## src/rtl/run_check_ctrl_if.sv

```systemverilog
// run_check_ctrl_if: DUT run/busy handshake plus the output and golden SRAM read ports.
interface run_check_ctrl_if #(
  parameter int ADDR_WIDTH = 12,
  parameter int DATA_WIDTH = 16
);
  logic                  dut_run;
  logic                  dut_busy;
  logic [ADDR_WIDTH-1:0] res_rd_addr;
  logic [DATA_WIDTH-1:0] res_rd_data;
  logic [ADDR_WIDTH-1:0] gold_rd_addr;
  logic [DATA_WIDTH-1:0] gold_rd_data;
  modport master (output dut_run, res_rd_addr, gold_rd_addr, input dut_busy, res_rd_data, gold_rd_data);
  modport slave  (input dut_run, res_rd_addr, gold_rd_addr, output dut_busy, res_rd_data, gold_rd_data);
endinterface

```

## src/rtl/run_check_ctrl.sv

```systemverilog
// run_check_ctrl: runs the accelerator, times its compute phase, then sweeps output vs golden SRAM.
// Define RUN_CHECK_MASK_EN to add a per-bit compare_mask input latched on start.
module run_check_ctrl #(
  parameter int ADDR_WIDTH     = 12,
  parameter int DATA_WIDTH     = 16,
  parameter int CNT_WIDTH      = 32,
  parameter int SETTLE_CYCLES  = 10,
  parameter int TIMEOUT_CYCLES = 1024
) (
  input  logic                  clk,
  input  logic                  reset_b,
  input  logic                  start,
  input  logic [ADDR_WIDTH:0]   num_results,
  input  logic [ADDR_WIDTH-1:0] result_base,
  input  logic [ADDR_WIDTH-1:0] golden_base,
`ifdef RUN_CHECK_MASK_EN
  input  logic [DATA_WIDTH-1:0] compare_mask,
`endif
  run_check_ctrl_if.master      bus,
  output logic                  busy,
  output logic                  done,
  output logic                  timeout,
  output logic [ADDR_WIDTH:0]   correct_count,
  output logic [CNT_WIDTH-1:0]  compute_cycles,
  output logic                  mismatch,
  output logic [ADDR_WIDTH-1:0] first_mismatch_idx
);
  typedef enum logic [2:0] {IDLE, WAIT_IDLE, RUN, COMPUTE, SETTLE, CHECK, DRAIN, DONE} state_t;
  localparam logic [ADDR_WIDTH:0] SETTLE_LAST = (ADDR_WIDTH+1)'(SETTLE_CYCLES - 1);
  state_t                state, nxt;
  logic [ADDR_WIDTH:0]   n, idx;
  logic [ADDR_WIDTH-1:0] rbase, gbase, cmp_idx;
  logic [CNT_WIDTH-1:0]  cnt;
  logic                  cmp_v, hit;
`ifdef RUN_CHECK_MASK_EN
  logic [DATA_WIDTH-1:0] mask;
  assign hit = ((bus.res_rd_data ^ bus.gold_rd_data) & mask) == '0;
`else
  assign hit = bus.res_rd_data == bus.gold_rd_data;
`endif
  // idx doubles as the settle timer and the sweep index
  assign bus.res_rd_addr  = rbase + idx[ADDR_WIDTH-1:0];
  assign bus.gold_rd_addr = gbase + idx[ADDR_WIDTH-1:0];
  always_ff @(posedge clk or negedge reset_b)
    if (!reset_b) state <= IDLE;
    else state <= nxt;
  always_comb begin
    nxt = state;
    bus.dut_run = state == RUN;
    busy = state != IDLE;
    done = state == DONE;
    case (state)
      IDLE:      nxt = start ? WAIT_IDLE : IDLE;
      WAIT_IDLE: nxt = bus.dut_busy ? WAIT_IDLE : RUN;
      RUN:       nxt = bus.dut_busy ? COMPUTE : (cnt >= CNT_WIDTH'(TIMEOUT_CYCLES)) ? DONE : RUN;
      COMPUTE:   nxt = bus.dut_busy ? COMPUTE : SETTLE;
      SETTLE:    nxt = (idx != SETTLE_LAST) ? SETTLE : (n == '0) ? DONE : CHECK;
      CHECK:     nxt = (idx == n - 1'b1) ? DRAIN : CHECK;
      DRAIN:     nxt = DONE;
      default:   nxt = IDLE;
    endcase
  end
  always_ff @(posedge clk or negedge reset_b)
    if (!reset_b) begin
      n <= '0;
      idx <= '0;
      rbase <= '0;
      gbase <= '0;
      cmp_idx <= '0;
      cmp_v <= 1'b0;
      cnt <= '0;
      timeout <= 1'b0;
      mismatch <= 1'b0;
      correct_count <= '0;
      compute_cycles <= '0;
      first_mismatch_idx <= '0;
`ifdef RUN_CHECK_MASK_EN
      mask <= '0;
`endif
    end else begin
      idx <= ((state == SETTLE || state == CHECK) && nxt == state) ? idx + 1'b1 : '0;
      cmp_v <= state == CHECK;
      cmp_idx <= idx[ADDR_WIDTH-1:0];
      cnt <= (state == WAIT_IDLE) ? CNT_WIDTH'(1) :
             ((state == RUN || state == COMPUTE) && !(&cnt)) ? cnt + 1'b1 : cnt;
      if (state == IDLE && start) begin
        n <= num_results;
        rbase <= result_base;
        gbase <= golden_base;
        timeout <= 1'b0;
        mismatch <= 1'b0;
        correct_count <= '0;
        compute_cycles <= '0;
        first_mismatch_idx <= '0;
`ifdef RUN_CHECK_MASK_EN
        mask <= compare_mask;
`endif
      end
      if (state == RUN && nxt == DONE) timeout <= 1'b1;
      if (state == COMPUTE && !bus.dut_busy) compute_cycles <= cnt;
      if (cmp_v && hit) correct_count <= correct_count + 1'b1;
      if (cmp_v && !hit && !mismatch) begin
        mismatch <= 1'b1;
        first_mismatch_idx <= cmp_idx;
      end
    end
endmodule
```

## src/flat_wrapper.sv

```systemverilog
// flat-port wrapper written by rule: the top's interface ports become plain ports
module run_check_ctrl_flat 
#(
  parameter int ADDR_WIDTH     = 12,
  parameter int DATA_WIDTH     = 16,
  parameter int CNT_WIDTH      = 32,
  parameter int SETTLE_CYCLES  = 10,
  parameter int TIMEOUT_CYCLES = 1024
)
  (clk, reset_b, start, num_results, result_base, golden_base, busy, done, timeout, correct_count, compute_cycles, mismatch, first_mismatch_idx, bus_dut_run, bus_res_rd_addr, bus_gold_rd_addr, bus_dut_busy, bus_res_rd_data, bus_gold_rd_data);
  run_check_ctrl_if #(.ADDR_WIDTH(ADDR_WIDTH), .DATA_WIDTH(DATA_WIDTH)) bus_i ();
  input  logic clk;
  input  logic reset_b;
  input  logic start;
  input  logic [ADDR_WIDTH:0] num_results;
  input  logic [ADDR_WIDTH-1:0] result_base;
  input  logic [ADDR_WIDTH-1:0] golden_base;
  output logic busy;
  output logic done;
  output logic timeout;
  output logic [ADDR_WIDTH:0] correct_count;
  output logic [CNT_WIDTH-1:0] compute_cycles;
  output logic mismatch;
  output logic [ADDR_WIDTH-1:0] first_mismatch_idx;
  output wire logic [$bits(bus_i.dut_run)-1:0] bus_dut_run;
  output wire logic [$bits(bus_i.res_rd_addr)-1:0] bus_res_rd_addr;
  output wire logic [$bits(bus_i.gold_rd_addr)-1:0] bus_gold_rd_addr;
  input wire logic [$bits(bus_i.dut_busy)-1:0] bus_dut_busy;
  input wire logic [$bits(bus_i.res_rd_data)-1:0] bus_res_rd_data;
  input wire logic [$bits(bus_i.gold_rd_data)-1:0] bus_gold_rd_data;
  assign bus_dut_run = bus_i.dut_run;
  assign bus_res_rd_addr = bus_i.res_rd_addr;
  assign bus_gold_rd_addr = bus_i.gold_rd_addr;
  assign bus_i.dut_busy = bus_dut_busy;
  assign bus_i.res_rd_data = bus_res_rd_data;
  assign bus_i.gold_rd_data = bus_gold_rd_data;
  run_check_ctrl #(.ADDR_WIDTH(ADDR_WIDTH), .DATA_WIDTH(DATA_WIDTH), .CNT_WIDTH(CNT_WIDTH), .SETTLE_CYCLES(SETTLE_CYCLES), .TIMEOUT_CYCLES(TIMEOUT_CYCLES)) u_core (.clk(clk), .reset_b(reset_b), .start(start), .num_results(num_results), .result_base(result_base), .golden_base(golden_base), .bus(bus_i), .busy(busy), .done(done), .timeout(timeout), .correct_count(correct_count), .compute_cycles(compute_cycles), .mismatch(mismatch), .first_mismatch_idx(first_mismatch_idx));
endmodule
```

## config.mk

```make
export PLATFORM = sky130hd
export DESIGN_NAME = run_check_ctrl_flat
export DESIGN_NICKNAME = d
export VERILOG_FILES = /design/src/rtl/run_check_ctrl_if.sv /design/src/rtl/run_check_ctrl.sv /design/src/flat_wrapper.sv
export SDC_FILE = /design/constraint.sdc
export NUM_CORES = 1
export LEC_CHECK = 0
export BUFFER_PORTS_ARGS = -buffer_cell sky130_fd_sc_hd__clkbuf_2
export CAP_MARGIN = 30
export CELL_PAD_IN_SITES_DETAIL_PLACEMENT = 1
export CELL_PAD_IN_SITES_GLOBAL_PLACEMENT = 2
export CORE_MARGIN = 4
export CORE_UTILIZATION = 37
export CTS_CLUSTER_SIZE = 14
export DETAILED_ROUTE_END_ITERATION = 10
export PLACE_DENSITY = 0.81
export SYNTH_ARGS = -nofsm -noshare
export SYNTH_HDL_FRONTEND = slang
export SYNTH_SLANG_ARGS = --single-unit
```

## constraint.sdc

```tcl
create_clock -name clk -period 4.6 [get_ports clk]
set_clock_uncertainty 0.2 [all_clocks]
set_input_delay 0.46 -clock clk [delete_from_list [all_inputs] [get_ports clk]]
set_output_delay 0.46 -clock clk [all_outputs]
set_load 0.01 [all_outputs]
```

==> results of run 1 <==
==> cells in the mapped netlist (all sizes together), types with 5 or more instances <==
cell    instances
o21ai          48
inv            33
a21o           12
dfrtp         157
nand4          12
and4            9
nor3           35
or2             6
or3            12
nor3b          16
clkbuf         34
xor2           44
a21oi          19
a31oi           6
nor2           43
nor4           17
nor4b           6
nand2         134
and3           17
ha             28
nor2b           5
a22o           32
nand3          44
xnor2          34
==> flip-flops by register name, summed over array words and instances, names as in the netlist <==
name                       count
u_core.cmp_idx                12
u_core.rbase                  12
u_core.correct_count          13
u_core.mismatch                1
u_core.n                      13
u_core.gbase                  12
u_core.first_mismatch_idx     12
u_core.compute_cycles         32
u_core.cmp_v                   1
u_core.idx                    13
u_core.cnt                    32
u_core.state                   3
u_core.timeout                 1
==> per-layer routing <==
metal | wire, microns | GRT usage
met5 | 0 | 0
met1 | 11220 | 0.2640
met2 | 10920 | 0.3123
met3 | 667 | 0.02898
met4 | 322 | 0.05402
==> where the power goes <==
| group | total [W] | internal, W | leakage (nW) | switching, W |
|---|---|---|---|---|
| sequential | 0.00184 | 0.00159 | 2.13 | 0.000248 |
| clock | 0.00135 | 0.000730 | 0.269 | 0.000615 |
| combinational | 0.00159 | 0.000621 | 2.56 | 0.000970 |
==> critical path, delay by kind of cell, from the launching register on <==
kind | cells | cell delay [ns]
xor gates and xnor gates | 1 | 0.14
adders and majority gates | 1 | 0.38
AOI/OAI and AO/OA | 5 | 1.28
buffers and inverters | 1 | 0.15
DFF | 1 | 0.68
==> logic make-up (layout without fill, tap and decap cells) <==
logic type,Yosys count,after routing
simple gates,379,379
flops,157,157
compound gates,150,150
xor+xnor,78,78
buf+inv,73,236
fa+ha+maj,30,30
mux,1,1
==> cell type report <==
cell class / instances / area share
well taps: 280 / 0.03516
multi-input cells: 638 / 0.4127
flip-flops and latches: 157 / 0.3943
repair buffers: 170 / 0.08903
clock buffers: 19 / 0.04545
inverters: 34 / 0.01281
clock inverters: 13 / 0.01055
==> path summary, 6_finish.rpt <==
kind                       slack (ns)              from  cells past startpoint                 endpoint
max reg2reg                      1.28       u_core.n[0]                      8            u_core.idx[5]
max in group asynchronous        2.69           reset_b                      3  u_core.correct_count[1]
min reg2reg                      0.29  u_core.rbase[10]                      2         u_core.rbase[10]
max                              0.89     u_core.idx[5]                      8     bus_gold_rd_addr[11]
min                              0.03    result_base[6]                      3          u_core.rbase[6]
min in group asynchronous        0.43           reset_b                      2          u_core.gbase[9]
==> repair_timing <==
action | in CTS | in global routing
hold buffers | 1 | 0
endpoints found under the setup margin | 0 | 0
hold endpoints to repair | 72 | 0
==> metrics by stage <==
step / cell area (sq um) / hold slack [ns] / setup slack [ns] / cells / utilization
2_1_floorplan: 8333 / -0.03559 / 1.759 / 868 / -
3_3_place_gp: 9392 / 0.2677 / 1.365 / 1277 / 0.4277
4_1_cts: 9965 / 0.01320 / 0.8991 / 1311 / 0.4538
5_1_grt: 9965 / 0.02175 / 0.6145 / 1311 / 0.4538
3_5_place_dp: 9397 / 0.2730 / 1.279 / 1278 / 0.4279
6_report: 9965 / 0.02643 / 0.8932 / 1311 / 0.4538
==> impl_metrics.tcl, run 1 <==
set metrics [dict create \
    status "finished, final reports clean" \
    drtIter0Drc 256 \
    root_buffer "clkbuf_16" \
    seq_area_frac_synth 0.4715 \
    avgSynthCellArea_sq_um 9.600 \
    yosysWarnings 0 \
    syn_inst 868 \
    synth-compound-area-share 0.1224 \
    cp_data_arrival_time_ns 3.05 \
    clkLatencyLatePin_ns 0.42 \
    grt_pass1_vias 7082 \
    rsz0062_at_grt "no" \
    drv_slew 0 \
    cp_cell_sequence "ha_1 -> o21a_1 -> o21a_1 -> a2111oi_0 -> o31ai_1 -> a21oi_1 -> xnor2_1 -> clkbuf_2" \
    power_w 0.004775 \
    die_w_microns 158.1 \
    mostFrequentLayoutCells "clkbuf_2, dfrtp_1, nand2_1" \
    fmax_mhz 269.8 \
    synth_top_area_frac 0.4715 \
    slowest_delay_ns 0.68 \
    antenna_cells 0 \
    clock_sinks 157 \
    ff_latch_area_sq_mm 0.003929 \
    port_buffers 158 \
    grt_pass1_wl_microns 37890 \
    synth-seq-cells 157 \
    synthAdderAreaFrac 0.04685 \
    synth.area.top_cells "dfrtp_1, nand2_1, xor2_1, ha_1, xnor2_1" \
    routed-via-count 6911 \
    grt-ovfl-total 0 \
    ant_nets 0 \
    io_pins 159 \
    routed_wl_microns 23130 \
    start_kind "flip-flop" \
    crit_slowest_cell "dfrtp_1" \
    wl_per_cell_microns 17.64 \
    clk_pin_slew_worst_paths_ns 0.07 \
    yosys.area.top_type "dfrtp_1" \
    finalSetupViolCount 0 \
    worst_setup_path_end_kind "output pin" \
    cts_tree "done" \
    antenna_found_initial 0 \
    vias_per_cell 5.272 \
    syn-num-nets 971 \
    drive_gt1_frac 0.2211 \
    drcViolationCount 0 \
    async_reset_ff_frac 1.000 \
    numCtsBuffers 17 \
    place_hpwl_microns 16540 \
    htreeDepth 4 \
    cts.repair.resized 0 \
    layout_worst_path_cycle_share 0.8058 \
    synth.mux.area_fraction 0.001351 \
    maxCapViolCount 0 \
    cp.required_ns 3.94 \
    track_usage 0.1906 \
    fillCellCount 2551 \
    hold_viol_final 0 \
    die-area_sq_mm 0.02499 \
    grt_start_max_net_pins 75 \
    gp_congestion 0.8056 \
    synthSimpleGateAreaFrac 0.2395 \
    max-slew-margin-rel 0.3313 \
    synth-edff-count 0 \
    leakage_nw 4.952 \
    cts_setup_buffers 0 \
    syn_to_final_growth_pct 19.58 \
    fp.coreArea_sq_mm 0.02196 \
    powerDensity_mw_per_mm2 479.2 \
    start_util 0.3795 \
    hold_path.class "in -> reg" \
    critPathKind "reg -> out" \
    period_minus_slack_ns 3.707 \
    ys.flop_type "dfrtp_1" \
    vdd_drop_max_v 0.0002544 \
    crit_fanout 13 \
    synth-xor-area-share 0.08198 \
    ys_types 63 \
    cts_buffer_depth 2 \
    fin_nets 1121 \
    tightest_slew_ns 0.9989 \
    firstDrtPassIters 4 \
    die-height_microns 158.1 \
    fin_tns_setup_ns 0 \
    syn_area_sq_mm 0.008333 \
    crit_path_frequent_cell "o21a_1" \
    synth_top_family_by_area "simple AND/OR/NAND/NOR gates" \
    multi_input_area_sq_mm 0.004113 \
    num_rows 54 \
]
Power figures use the tool's default switching activity.
==> inputs of run 2 (changes only) <==
--- a/config.mk
+++ b/config.mk
@@ -5,15 +5,16 @@
 export SDC_FILE = /design/constraint.sdc
 export NUM_CORES = 1
 export LEC_CHECK = 0
+export ABC_AREA = 1
 export BUFFER_PORTS_ARGS = -buffer_cell sky130_fd_sc_hd__clkbuf_2
 export CAP_MARGIN = 30
 export CELL_PAD_IN_SITES_DETAIL_PLACEMENT = 1
 export CELL_PAD_IN_SITES_GLOBAL_PLACEMENT = 2
 export CORE_MARGIN = 4
-export CORE_UTILIZATION = 37
+export CORE_UTILIZATION = 29
 export CTS_CLUSTER_SIZE = 14
 export DETAILED_ROUTE_END_ITERATION = 10
-export PLACE_DENSITY = 0.81
+export PLACE_DENSITY = 0.72
 export SYNTH_ARGS = -nofsm -noshare
 export SYNTH_HDL_FRONTEND = slang
 export SYNTH_SLANG_ARGS = --single-unit
==> constraint.sdc (replaced) <==
create_clock -name clk -period 3.3 [get_ports clk]
set_clock_uncertainty 0.2 [all_clocks]
set_input_delay 0.33 -clock clk [delete_from_list [all_inputs] [get_ports clk]]
set_output_delay 0.33 -clock clk [all_outputs]
set_load 0.01 [all_outputs]
==> impl_metrics.tcl, run 2 <==
set metrics [dict create \
    maxCapViolCount 0 \
    synthAdderAreaFrac 0.04462 \
    powerDensity_mw_per_mm2 641.1 \
    syn_inst 1112 \
    fin_nets 1409 \
    synth_common_cells "nand2_1, dfrtp_1, inv_1" \
    syn-num-nets 1215 \
    clk_pin_slew_worst_paths_ns 0.07 \
    reg.largest.list "u_core.cnt: 32 flops, u_core.compute_cycles: 32 flops" \
    crit_slowest_cell "dfrtp_2" \
    synth.area.top_cells "dfrtp_1, nand2_1, nand3_1, inv_1, o21ai_0" \
    critPathKind "reg -> out" \
    synth_top_family_by_area "simple AND/OR/NAND/NOR gates" \
    leakage_nw 5.271 \
    cp.required_ns 2.77 \
    r2r-end "u_core.idx[0]" \
    port_buffers 158 \
    htreeDepth 4 \
    yosysMostFrequentCell "nand2_1" \
    place_hpwl_microns 20860 \
    num_rows 63 \
    hold_path.class "in -> reg" \
    ys.flop_type "dfrtp_1" \
    clock_sinks 157 \
    seq_area_frac_synth 0.4491 \
    grt_start_max_net_pins 64 \
    mostFrequentLayoutCells "nand2_1, clkbuf_2, dfrtp_1" \
    die_w_microns 181.7 \
    vdd_drop_max_v 0.0003799 \
    fin_ws_ns 0.2164 \
    synth.mux.area_fraction 0 \
    ant_nets 0 \
    grt_pass1_wl_microns 45550 \
    routed-via-count 8054 \
    reg2reg_depth 14 \
    grt-ovfl-total 0 \
    fmax_mhz 324.3 \
    fin_area_sq_mm 0.01106 \
    die-height_microns 181.7 \
    place_ws_ns 0.4711 \
    final_core_util 0.3722 \
    status "finished, final reports clean" \
    synth-seq-cells 157 \
    layout_commonest_cell "nand2_1" \
    vias_per_cell 4.713 \
    synth-edff-count 0 \
    rr_startpoint "u_core.n[0]" \
    gp_congestion 0.8249 \
    drive_gt1_frac 0.1941 \
    track_usage 0.1707 \
    worst_setup_path_end_kind "output pin" \
    start_util 0.2944 \
    syn_area_sq_mm 0.008748 \
    async_reset_ff_frac 1.000 \
    dp_cells 1638 \
    hold_viol_final 0 \
    crit_path_end "bus_res_rd_addr[8]" \
    synth-compound-area-share 0.09668 \
    syn_to_final_growth_pct 26.43 \
    tightest_slew_ns 0.8094 \
    wl_per_cell_microns 16.23 \
    crit_start "u_core.idx[0]" \
    layout_worst_path_cycle_share 0.9344 \
    routed_wl_microns 27730 \
    placed_cell_area_sq_mm 0.009997 \
    cp_data_arrival_time_ns 2.55 \
    start_kind "flip-flop" \
    synth-xor-area-share 0.05978 \
    clkLatencyLatePin_ns 0.43 \
    yosys.area.top_type "dfrtp_1" \
    drv_slew 0 \
    finalSetupViolCount 0 \
    die-area_sq_mm 0.03301 \
    period_minus_slack_ns 3.084 \
    r2r_slack_ns 0.84 \
    drtIter0Drc 334 \
    synth_top_area_frac 0.4491 \
    avgSynthCellArea_sq_um 7.867 \
    synthSimpleGateAreaFrac 0.2766 \
    fp.coreArea_sq_mm 0.02972 \
    ys_types 41 \
    grt_pass1_vias 8416 \
    io_pins 159 \
    final_cells 1709 \
    antenna_found_initial 0 \
    antenna_cells 0 \
    firstDrtPassIters 4 \
    root_buffer "clkbuf_16" \
    cts_buffer_depth 2 \
    yosysWarnings 0 \
    crit_fanout 7 \
    max-slew-margin-rel 0.4589 \
    cp_cell_sequence "ha_1 -> inv_1 -> fa_1 -> inv_1 -> nand3_1 -> nand2_1 -> nand2_1 -> nand2_1 -> a21oi_2 -> inv_1 -> a21oi_1 -> nor2_1 -> nor2_1 -> xnor2_1 -> clkbuf_2" \
    drcViolationCount 0 \
    cts_tree "done" \
    numCtsBuffers 17 \
    slowest_delay_ns 0.44 \
]
-- run 2: cell types whose count changed in the layout (fill, tap and decap cells not counted), moves of 26 or more --
cell           delta
nor2_1           +40
o21ai_0          +32
nand3_1          +51
a22o_1           -32
inv_1            +91
dlygate4sd3_1    +37
o21ai_1          +26
nand2_1         +137
-- run 2: worst min-delay path by stage --
stage / from / depth (start not counted) / end / slack [ns]
after floorplan: reset_b / 0 / u_core.cmp_idx[0] / -0.17
after global placement: reset_b / 1 / u_core.correct_count[1] / 0.12
after detailed placement: reset_b / 1 / u_core.correct_count[1] / 0.12
after CTS: bus_dut_busy / 3 / u_core.state[1] / 0.01
after global routing: bus_dut_busy / 3 / u_core.state[1] / 0.04
final: bus_dut_busy / 3 / u_core.state[1] / 0.04
-- run 2: layer usage --
metal	part of all wire	wire length (microns)	up-vias	global-route usage
li1	-	-	4023	-
met1	0.48	13200	3902	0.2312
met2	0.49	13520	111	0.2907
met3	0.028	786	18	0.02724
met4	0.0081	224	0	0.03332
met5	0	0	-	0
-- run 2: kinds of logic after synthesis --
family,count (synthesis)
and+or+nand+nor,545
DFF,157
xor gates and xnor gates,58
buffers and inverters,160
adders and majority gates,30
AOI/OAI and AO/OA,162
-- run 2: where the power goes --
group          switching (W)  internal, W  leakage, nW
Combinational        0.00163     0.000845         2.86
Clock               0.000896      0.00126        0.297
Sequential          0.000239      0.00222         2.11
-- run 2: metrics by stage --
step | power [W] | hold slack [ns] | setup TNS (ns)
global route | 0.007635 | 0.04220 | -0.008128
global placement | 0.004915 | 0.1203 | 0
detailed placement | 0.004943 | 0.1218 | 0
finish | 0.007090 | 0.03783 | 0
CTS | 0.007196 | 0.01385 | 0
floorplan | 0.004104 | -0.1656 | 0
-- run 2: worst max-delay path: cells and delay by family (launching register included) --
kind            cells  cell delay (ns)
compound gates      2             0.11
xor+xnor            1             0.15
fa+ha+maj           2             0.60
flops               1             0.44
buf+inv             4             0.36
simple gates        6             0.46
-- run 2: final cells by class --
class / count / area (sq um)
clock buffer: 21 / 470.5
clock inverter: 11 / 156.4
fill: 3630 / 18660
inverter: 129 / 484.2
multi-input combinational: 795 / 4234
sequential: 157 / 3938
tap: 390 / 488.0
timing repair buffer: 206 / 1290
-- run 2: timing repair --
item / in CTS / in global routing
setup buffers: 0 / 1
gates cloned: 0 / 0
endpoints found under the hold margin: 84 / 0
gates resized for setup: 1 / 18
pin swaps: 0 / 0
setup endpoints to repair: 1 / 4
hold buffers: 38 / 0
==> inputs of run 3 (changes only) <==
==> constraint.sdc (replaced) <==
create_clock -name clk -period 2.6 [get_ports clk]
set_clock_uncertainty 0.2 [all_clocks]
set_input_delay 0.26 -clock clk [delete_from_list [all_inputs] [get_ports clk]]
set_output_delay 0.26 -clock clk [all_outputs]
set_load 0.01 [all_outputs]
==> impl_metrics.tcl, run 3 (synthesis gave the netlist of run 2 again) <==
set metrics [dict create \
    vias_per_cell 4.691 \
    drive_gt1_frac 0.2835 \
    cts_buffer_depth 2 \
    worst_setup_path_end_kind "output pin" \
    die-area_sq_mm 0.03301 \
    numCtsBuffers 17 \
    cts_tree "done" \
    die-height_microns 181.7 \
    powerDensity_mw_per_mm2 796.8 \
    cp.required_ns 2.14 \
    root_buffer "clkbuf_16" \
    crit_fanout 4 \
    track_usage 0.1756 \
    max-slew-margin-rel 0.5961 \
    grt-ovfl-total 0 \
    hold_viol_final 0 \
    clkLatencyLatePin_ns 0.43 \
    port_buffers 158 \
    grt_start_max_net_pins 63 \
    clk_pin_slew_worst_paths_ns 0.07 \
    grt_pass1_wl_microns 47150 \
    multi_input_area_sq_mm 0.004708 \
    place_hpwl_microns 21470 \
    fin_ws_ns -0.2666 \
    fillCellCount 3530 \
    mostFrequentLayoutCells "nand2_1, dfrtp_1, clkbuf_2" \
    cp_data_arrival_time_ns 2.41 \
    final_cells 1777 \
    io_pins 159 \
    maxCapViolCount 0 \
    htreeDepth 4 \
    ff_latch_area_sq_mm 0.003938 \
    dp_cells 1669 \
    layout_commonest_cell "nand2_1" \
    clock_sinks 157 \
    firstDrtPassIters 4 \
    drtIter0Drc 293 \
    layout_worst_path_cycle_share 1.103 \
    period_minus_slack_ns 2.867 \
    fin_nets 1476 \
    num_rows 63 \
    vdd_drop_max_v 0.0004049 \
    status "finished with violations" \
    start_kind "flip-flop" \
    routed-via-count 8336 \
    routed_wl_microns 29090 \
    antenna_found_initial 1 \
    ant_nets 0 \
    leakage_nw 5.685 \
    hold_path.class "in -> async" \
    drcViolationCount 0 \
    violations "setup timing" \
    die_w_microns 181.7 \
    power_w 0.009662 \
    gp_congestion 0.8228 \
    syn_to_final_growth_pct 38.60 \
    tightest_slew_ns 0.6059 \
    start_util 0.2944 \
    reg.largest.list "u_core.cnt: 32 flops, u_core.compute_cycles: 32 flops" \
    critPathKind "reg -> out" \
    fmax_mhz 348.8 \
    wl_per_cell_microns 16.37 \
    fp.coreArea_sq_mm 0.02972 \
    rsz0062_at_grt "yes" \
    grt_pass1_vias 8817 \
    finalSetupViolCount 10 \
    drv_slew 0 \
]
==> run 3: final cells by class <==
type / instances / share of cell area
clock inverters: 15 / 0.01579
well taps: 390 / 0.04024
diodes: 1 / 0.0002064
repair buffers: 273 / 0.1557
clock buffers: 17 / 0.03508
inverters: 129 / 0.03993
flip-flops and latches: 157 / 0.3247
multi-input cells: 795 / 0.3883
==> run 3: what timing repair did <==
| item | CTS | global route |
|---|---|---|
| endpoints found under the setup margin | 16 | 16 |
| endpoints found under the hold margin | 103 | 0 |
| pin swaps | 43 | 32 |
| setup buffers | 31 | 11 |
| hold buffers | 39 | 0 |
| gates resized for setup | 90 | 53 |
==> run 3: final timing paths <==
check                                 start  slack (ns)  cells past startpoint                        to
setup / recovery              u_core.idx[0]       -0.27                     15       bus_gold_rd_addr[8]
hold / removal                      reset_b        0.14                      2   u_core.correct_count[1]
setup reg to reg              u_core.idx[0]        0.24                     10            u_core.idx[12]
hold reg to reg            u_core.gbase[10]        0.29                      2          u_core.gbase[10]
max in group asynchronous           reset_b        1.26                      4  u_core.compute_cycles[4]
min in group clk                      start        0.17                      6           u_core.state[0]
==> run 3: critical path, stage by stage, from the launching register on <==
cell,delay (ns)
dfrtp_2,0.46
ha_4,0.18
inv_2,0.04
fa_2,0.21
inv_2,0.05
nand3_2,0.06
nand2_2,0.06
nand2_1,0.06
nand2_1,0.06
a21oi_2,0.15
inv_1,0.07
a21oi_2,0.13
nor2_1,0.05
nor2_1,0.11
xnor2_1,0.13
buf_2,0.16
==> run 3: metrics by stage <==
stage | setup slack (ns) | hold slack, ns | cell area (sq um) | util | setup TNS (ns)
global route | -0.4612 | 0.1658 | 12130 | 0.4080 | -2.980
global placement | 0.05720 | 0.05309 | 10240 | 0.3447 | 0
finish | -0.2666 | 0.1436 | 12130 | 0.4080 | -1.214
floorplan | 0.2137 | -0.2356 | 8748 | - | 0
CTS | -0.3256 | 0.1502 | 11870 | 0.3994 | -1.625
detailed placement | -0.02137 | 0.05319 | 10240 | 0.3447 | -0.03632
==> run 3: layer usage <==
metal  track usage  vias to the layer above  wire length (microns)  share of wire
met5             0                        -                      0              0
met4       0.03542                        0                    257         0.0088
met3       0.02885                       14                    856          0.029
met2        0.3034                      114                  14510           0.50
met1        0.2332                     4056                  13470           0.46
li1              -                     4152                      -              -
==> run 3: report_power, final <==
part           switching (W)  internal [W]  leakage [nW]
sequential          0.000356       0.00282          2.11
clock                0.00123       0.00147         0.304
combinational        0.00230       0.00149          3.27
total                0.00388       0.00578          5.69
